$ cat src/rtl/lcd_read_if.sv
// lcd_read_if: request/response handshake and LCD pin bundle for lcd_read_cycle.
// poll_busy exists only when LCD_READ_BUSY_POLL_EN is defined.
interface lcd_read_if;
    logic       rd_enable;
    logic       rs_in;
`ifdef LCD_READ_BUSY_POLL_EN
    logic       poll_busy;
`endif
    logic [7:0] lcd_db_in;
    logic       lcd_rs;
    logic       lcd_rw;
    logic       E_out;
    logic [7:0] rd_data;
    logic       busy_flag;
    logic       rd_finish;
`ifdef LCD_READ_BUSY_POLL_EN
    modport master (output rd_enable, rs_in, poll_busy, lcd_db_in,
                    input lcd_rs, lcd_rw, E_out, rd_data, busy_flag, rd_finish);
    modport slave  (input rd_enable, rs_in, poll_busy, lcd_db_in,
                    output lcd_rs, lcd_rw, E_out, rd_data, busy_flag, rd_finish);
`else
    modport master (output rd_enable, rs_in, lcd_db_in,
                    input lcd_rs, lcd_rw, E_out, rd_data, busy_flag, rd_finish);
    modport slave  (input rd_enable, rs_in, lcd_db_in,
                    output lcd_rs, lcd_rw, E_out, rd_data, busy_flag, rd_finish);
`endif
endinterface

$ cat src/rtl/lcd_read_cycle.sv
// lcd_read_cycle: HD44780 read bus cycle (RW high, RS setup, E pulse, DB sampled as E falls).
// Optional busy-flag polling loop enabled by defining LCD_READ_BUSY_POLL_EN.
module lcd_read_cycle #(
    parameter int SETUP_CYC  = 3,
    parameter int E_HIGH_CYC = 13,
    parameter int HOLD_CYC   = 2,
    parameter int CNT_W      = 5
) (
    input logic       clk,
    input logic       rst,
    lcd_read_if.slave bus
);
    typedef enum logic [2:0] {IDLE, SETUP, EHIGH, HOLD, DONE} state_t;
    localparam logic [CNT_W-1:0] SETUP_LAST = CNT_W'(SETUP_CYC - 1);
    localparam logic [CNT_W-1:0] EHIGH_LAST = CNT_W'(E_HIGH_CYC - 1);
    localparam logic [CNT_W-1:0] HOLD_LAST  = CNT_W'(HOLD_CYC - 1);
    localparam state_t FIRST   = (SETUP_CYC == 0) ? EHIGH : SETUP;
    localparam logic   START_E = (SETUP_CYC == 0);
    state_t           state;
    logic [CNT_W-1:0] cnt;
    logic             lcd_rs, lcd_rw, e_out, busy_flag, rd_finish, poll_q, poll_sel;
    logic [7:0]       rd_data;
    logic             again_hold, again_ehigh;
`ifdef LCD_READ_BUSY_POLL_EN
    assign poll_sel = bus.poll_busy;
`else
    assign poll_sel = 1'b0;
`endif
    // lcd_rs doubles as the latched RS of the read in flight
    assign again_hold  = poll_q & ~lcd_rs & rd_data[7];
    assign again_ehigh = poll_q & ~lcd_rs & bus.lcd_db_in[7];
    always_ff @(posedge clk or negedge rst) begin
        if (!rst) begin
            state     <= IDLE;
            cnt       <= '0;
            lcd_rs    <= 1'b0;
            lcd_rw    <= 1'b0;
            e_out     <= 1'b0;
            rd_data   <= 8'h00;
            busy_flag <= 1'b0;
            rd_finish <= 1'b0;
            poll_q    <= 1'b0;
        end else begin
            rd_finish <= 1'b0;
            case (state)
                IDLE: if (bus.rd_enable) begin
                    lcd_rs <= bus.rs_in;
                    poll_q <= poll_sel & ~bus.rs_in;
                    lcd_rw <= 1'b1;
                    cnt    <= '0;
                    state  <= FIRST;
                    e_out  <= START_E;
                end
                SETUP: if (cnt == SETUP_LAST) begin
                    cnt   <= '0;
                    state <= EHIGH;
                    e_out <= 1'b1;
                end else cnt <= cnt + 1'b1;
                EHIGH: if (cnt == EHIGH_LAST) begin
                    cnt     <= '0;
                    e_out   <= 1'b0;
                    rd_data <= bus.lcd_db_in;
                    if (!lcd_rs) busy_flag <= bus.lcd_db_in[7];
                    if (HOLD_CYC != 0) state <= HOLD;
                    else if (again_ehigh) begin
                        state <= FIRST;
                        e_out <= START_E;
                    end else begin
                        state     <= DONE;
                        lcd_rw    <= 1'b0;
                        rd_finish <= 1'b1;
                    end
                end else cnt <= cnt + 1'b1;
                HOLD: if (cnt == HOLD_LAST) begin
                    cnt <= '0;
                    if (again_hold) begin
                        state <= FIRST;
                        e_out <= START_E;
                    end else begin
                        state     <= DONE;
                        lcd_rw    <= 1'b0;
                        rd_finish <= 1'b1;
                    end
                end else cnt <= cnt + 1'b1;
                DONE: state <= IDLE;
                default: begin
                    state  <= IDLE;
                    e_out  <= 1'b0;
                    lcd_rw <= 1'b0;
                end
            endcase
        end
    end
    assign bus.lcd_rs    = lcd_rs;
    assign bus.lcd_rw    = lcd_rw;
    assign bus.E_out     = e_out;
    assign bus.rd_data   = rd_data;
    assign bus.busy_flag = busy_flag;
    assign bus.rd_finish = rd_finish;
endmodule

$ cat src/flat_wrapper.sv
// flat-port wrapper written by rule: the top's interface ports become plain ports
module lcd_read_cycle_flat 
#(
    parameter int SETUP_CYC  = 3,
    parameter int E_HIGH_CYC = 13,
    parameter int HOLD_CYC   = 2,
    parameter int CNT_W      = 5
)
  (clk, rst, bus_rd_enable, bus_rs_in, bus_lcd_db_in, bus_lcd_rs, bus_lcd_rw, bus_E_out, bus_rd_data, bus_busy_flag, bus_rd_finish);
  lcd_read_if bus_i ();
  input logic clk;
  input logic rst;
  input wire logic [$bits(bus_i.rd_enable)-1:0] bus_rd_enable;
  input wire logic [$bits(bus_i.rs_in)-1:0] bus_rs_in;
  input wire logic [$bits(bus_i.lcd_db_in)-1:0] bus_lcd_db_in;
  output wire logic [$bits(bus_i.lcd_rs)-1:0] bus_lcd_rs;
  output wire logic [$bits(bus_i.lcd_rw)-1:0] bus_lcd_rw;
  output wire logic [$bits(bus_i.E_out)-1:0] bus_E_out;
  output wire logic [$bits(bus_i.rd_data)-1:0] bus_rd_data;
  output wire logic [$bits(bus_i.busy_flag)-1:0] bus_busy_flag;
  output wire logic [$bits(bus_i.rd_finish)-1:0] bus_rd_finish;
  assign bus_i.rd_enable = bus_rd_enable;
  assign bus_i.rs_in = bus_rs_in;
  assign bus_i.lcd_db_in = bus_lcd_db_in;
  assign bus_lcd_rs = bus_i.lcd_rs;
  assign bus_lcd_rw = bus_i.lcd_rw;
  assign bus_E_out = bus_i.E_out;
  assign bus_rd_data = bus_i.rd_data;
  assign bus_busy_flag = bus_i.busy_flag;
  assign bus_rd_finish = bus_i.rd_finish;
  lcd_read_cycle #(.SETUP_CYC(SETUP_CYC), .E_HIGH_CYC(E_HIGH_CYC), .HOLD_CYC(HOLD_CYC), .CNT_W(CNT_W)) u_core (.clk(clk), .rst(rst), .bus(bus_i));
endmodule
$ cat config.mk
export PLATFORM = sky130hd
export DESIGN_NAME = lcd_read_cycle_flat
export DESIGN_NICKNAME = d
export VERILOG_FILES = /design/src/rtl/lcd_read_if.sv /design/src/rtl/lcd_read_cycle.sv /design/src/flat_wrapper.sv
export SDC_FILE = /design/constraint.sdc
export NUM_CORES = 1
export LEC_CHECK = 0
export ABC_AREA = 1
export CAP_MARGIN = 25
export CORE_MARGIN = 1
export CORE_UTILIZATION = 50
export DETAILED_ROUTE_END_ITERATION = 6
export HOLD_SLACK_MARGIN = 0.1
export PLACE_DENSITY = 0.82
export SYNTH_ARGS = -nofsm -noshare
export SYNTH_HDL_FRONTEND = slang
export SYNTH_SLANG_ARGS = --single-unit
$ cat constraint.sdc
create_clock -name clk -period 2.5 [get_ports clk]
set_input_delay 0.5 -clock clk [delete_from_list [all_inputs] [get_ports clk]]
set_output_delay 0.5 -clock clk [all_outputs]
set_load 0.005 [all_outputs]
==> results.toml <==
[outcome]
status = "completed"

[die]
start_util_pct = 52.7
die_area_um2 = 2530
die_y_um = 50.3
ios = 25
fp.dieW_um = 50.3
rows = 17
coreArea_um2 = 2210

[drt]
drtPass1Iterations = 4
drtIter0Drc = 30
post_drt_wl_per_cell_um = 11.5
ant_nets = 0
vias = 990
drc = 0
wl_um = 2280
vias_per_cell = 5.00

[pwr]
cell_internal_pwr_uw = 853
p_sw_share_pct = 44.2
seq_power_share_pct = 37.3
power.leakage_uw = 0.000739
comb_power_share_pct = 52.5
max-vdd-ir-drop_uv = 689
power_density_nw_per_um2 = 1040
p_clk_share_pct = 10.2
p_sw_uw = 676

[sta]
finalHoldViolCount = 0
final_max_slew_viol_count = 0
worst_pin_slew_ns = 0.320
fin_crit_sh_pct = 67.0
finalSetupViolCount = 0
fin_skew_ns = 0.00975
rsz0062_at_grt = "no"
period_minus_slack_ns = 1.67
relSlewSlack_pct = 78.7
fmax_ghz = 0.597
tns_ns = 0

[placed_design]
port_buffers = 24
dp.cells = 194
post_dp_cell_area_um2 = 1440
dp_hpwl_um = 1800
routabilityCongestion = 0.931

[cells_and_area]
register_area_um2 = 526
syn_to_final_growth_pct = 26.0
finalNetCount = 187
layout-drive-gt1-share_pct = 15.3
post-route-util_pct = 66.4
fin_area_um2 = 1470
nFillCells = 176
layout_common_cells = "nand2_1, clkdlybuf4s50_1, dfrtp_1"
n_antenna_cell = 0
final_common_cell = "nand2_1"
fin_cells = 198
multi_input_comb_area_um2 = 559

[cts]
worst_skew_pair.late_latency_ns = 0.30
postCtsSetupRepairBufs = 0
cts-resized-gates = 0
cts_max_path_buffers = 2
root_buffer = "clkbuf_4"
postCtsHoldBufs = 0
numClockSinks = 21
cts-htree-levels = 1
clkTransAtPathRegs_ns = 0.10
cts_buffers = 3
cts_tree = "built"

[global_routing]
grt_first_pass_wirelength_um = 4120
antenna_found_initial = 0
grt_overflow = 0
grt_pass1_vias = 940
grt_use_total_pct = 21.4
grt_max_degree = 22

[synth]
ys_seq_area_share_pct = 45.1
synth_seq_cells = 21
syn-num-nets = 158
synth_area_per_cell_um2 = 8.21
synth_area_leaders = "dfrtp_1, nand2_1, inv_1"
syn_area_um2 = 1170
yosys_warnings = 0
yosysTopAreaCell = "dfrtp_1"
synthCells = 142
ys_types = 26
synth_top_area_share_pct = 45.1

[flow_run]
cap_violations = 0

[worst_setup_path]
cp_max_fo = 2
crit_chain = "clkdlybuf4s50_1"
cpMaxStageDelayCell = "clkdlybuf4s50_1"
worstSetupPathType = "register to output port"
max_stage_delay_ns = 0.51
critical_path_arrival_ns = 1.17
path_delay_family = "buffers and inverters"
cp.required_ns = 2.00
worst_setup_path_start_kind = "register"
endpoint_kind = "output port"
crit_buf_inv = 1
r2r_slack_ns = 0.92

[hold_path]
min-delay-path-class = "register to register"
-- cell type report --
cell class / instances / area share (%)
clock buffer: 3 / 1.53
clock inverter: 1 / 0.341
inverter: 19 / 5.03
multi-input combinational: 101 / 38.1
sequential: 21 / 35.8
tap: 28 / 2.39
timing repair buffer: 25 / 16.9
-- cells in the mapped netlist, drive strengths merged --
| cell | instances |
|---|---|
| nand2 | 53 |
| dfrtp | 21 |
| inv | 19 |
| nor2 | 16 |
| nand3 | 9 |
| nand4 | 6 |
| o21ai | 6 |
| ha | 4 |
| a21oi | 2 |
| a21boi | 1 |
| buf | 1 |
| nor3 | 1 |
| o21bai | 1 |
| o31ai | 1 |
| xor2 | 1 |
-- state kept, by name, summed over array words and instances, names as in the netlist --
name and count:
u_core.bus.lcd_rw 1, u_core.bus.E_out 1, u_core.cnt 5, u_core.bus.rd_data 8, u_core.bus.busy_flag 1, u_core.bus.lcd_rs 1, u_core.state 3, u_core.bus.rd_finish 1
-- worst register-to-register path, delay by kind of cell, from the launching register on --
family                   cells  cell delay, ns
flip-flops                   1            0.43
adder cells (fa/ha/maj)      1            0.18
AND/OR/NAND/NOR              5            0.51
buffers and inverters        3            0.35
-- per-layer routing --
metal	wire length [µm]	share of wire, %	track usage, %
met1	1040	45	27.2
met2	1160	51	36.9
met3	84	3.7	4.85
met4	0	0	5.09
met5	0	0	0
-- power by group through the flow --
stage          clock network (µW)  logic, µW  registers, µW
6_report                      156        803            570
5_1_grt                       177        914            587
4_1_cts                       164        809            568
3_5_place_dp                    0        804            574
3_3_place_gp                    0        784            565
2_1_floorplan                   0        564            551
-- final timing paths --
| path | end | startpoint | cells after the start |
|---|---|---|---|
| hold reg to reg | u_core.bus.rd_data[6] | u_core.bus.rd_data[6] | 2 |
| max in group asynchronous | u_core.bus.rd_data[6] | rst | 2 |
| min in group asynchronous | u_core.cnt[0] | rst | 2 |
| setup reg to reg | u_core.bus.rd_data[5] | u_core.cnt[0] | 9 |
| setup / recovery | bus_rd_data[5] | u_core.bus.rd_data[5] | 1 |
| hold / removal | u_core.bus.rd_data[6] | u_core.bus.rd_data[6] | 2 |
-- per-stage QoR --
step	power (µW)	hold slack, ns	setup WS (ns)
floorplan	1120	0.204	1.10
global placement	1350	0.454	0.966
detailed placement	1380	0.458	0.933
CTS	1540	0.487	0.797
global route	1680	0.527	0.719
finish	1530	0.483	0.825
-- cell families (layout without fill, tap and decap cells) --
kind of cell / Yosys count / after routing / synth area share, %
AND/OR/NAND/NOR: 85 / 85 / 36.3
buffers and inverters: 20 / 48 / 6.97
XOR/XNOR: 1 / 1 / 0.751
flip-flops: 21 / 21 / 45.1
adder cells (fa/ha/maj): 4 / 4 / 4.29
AO/OA/AOI/OAI: 11 / 11 / 6.65
(Power assumes the default switching activity.)
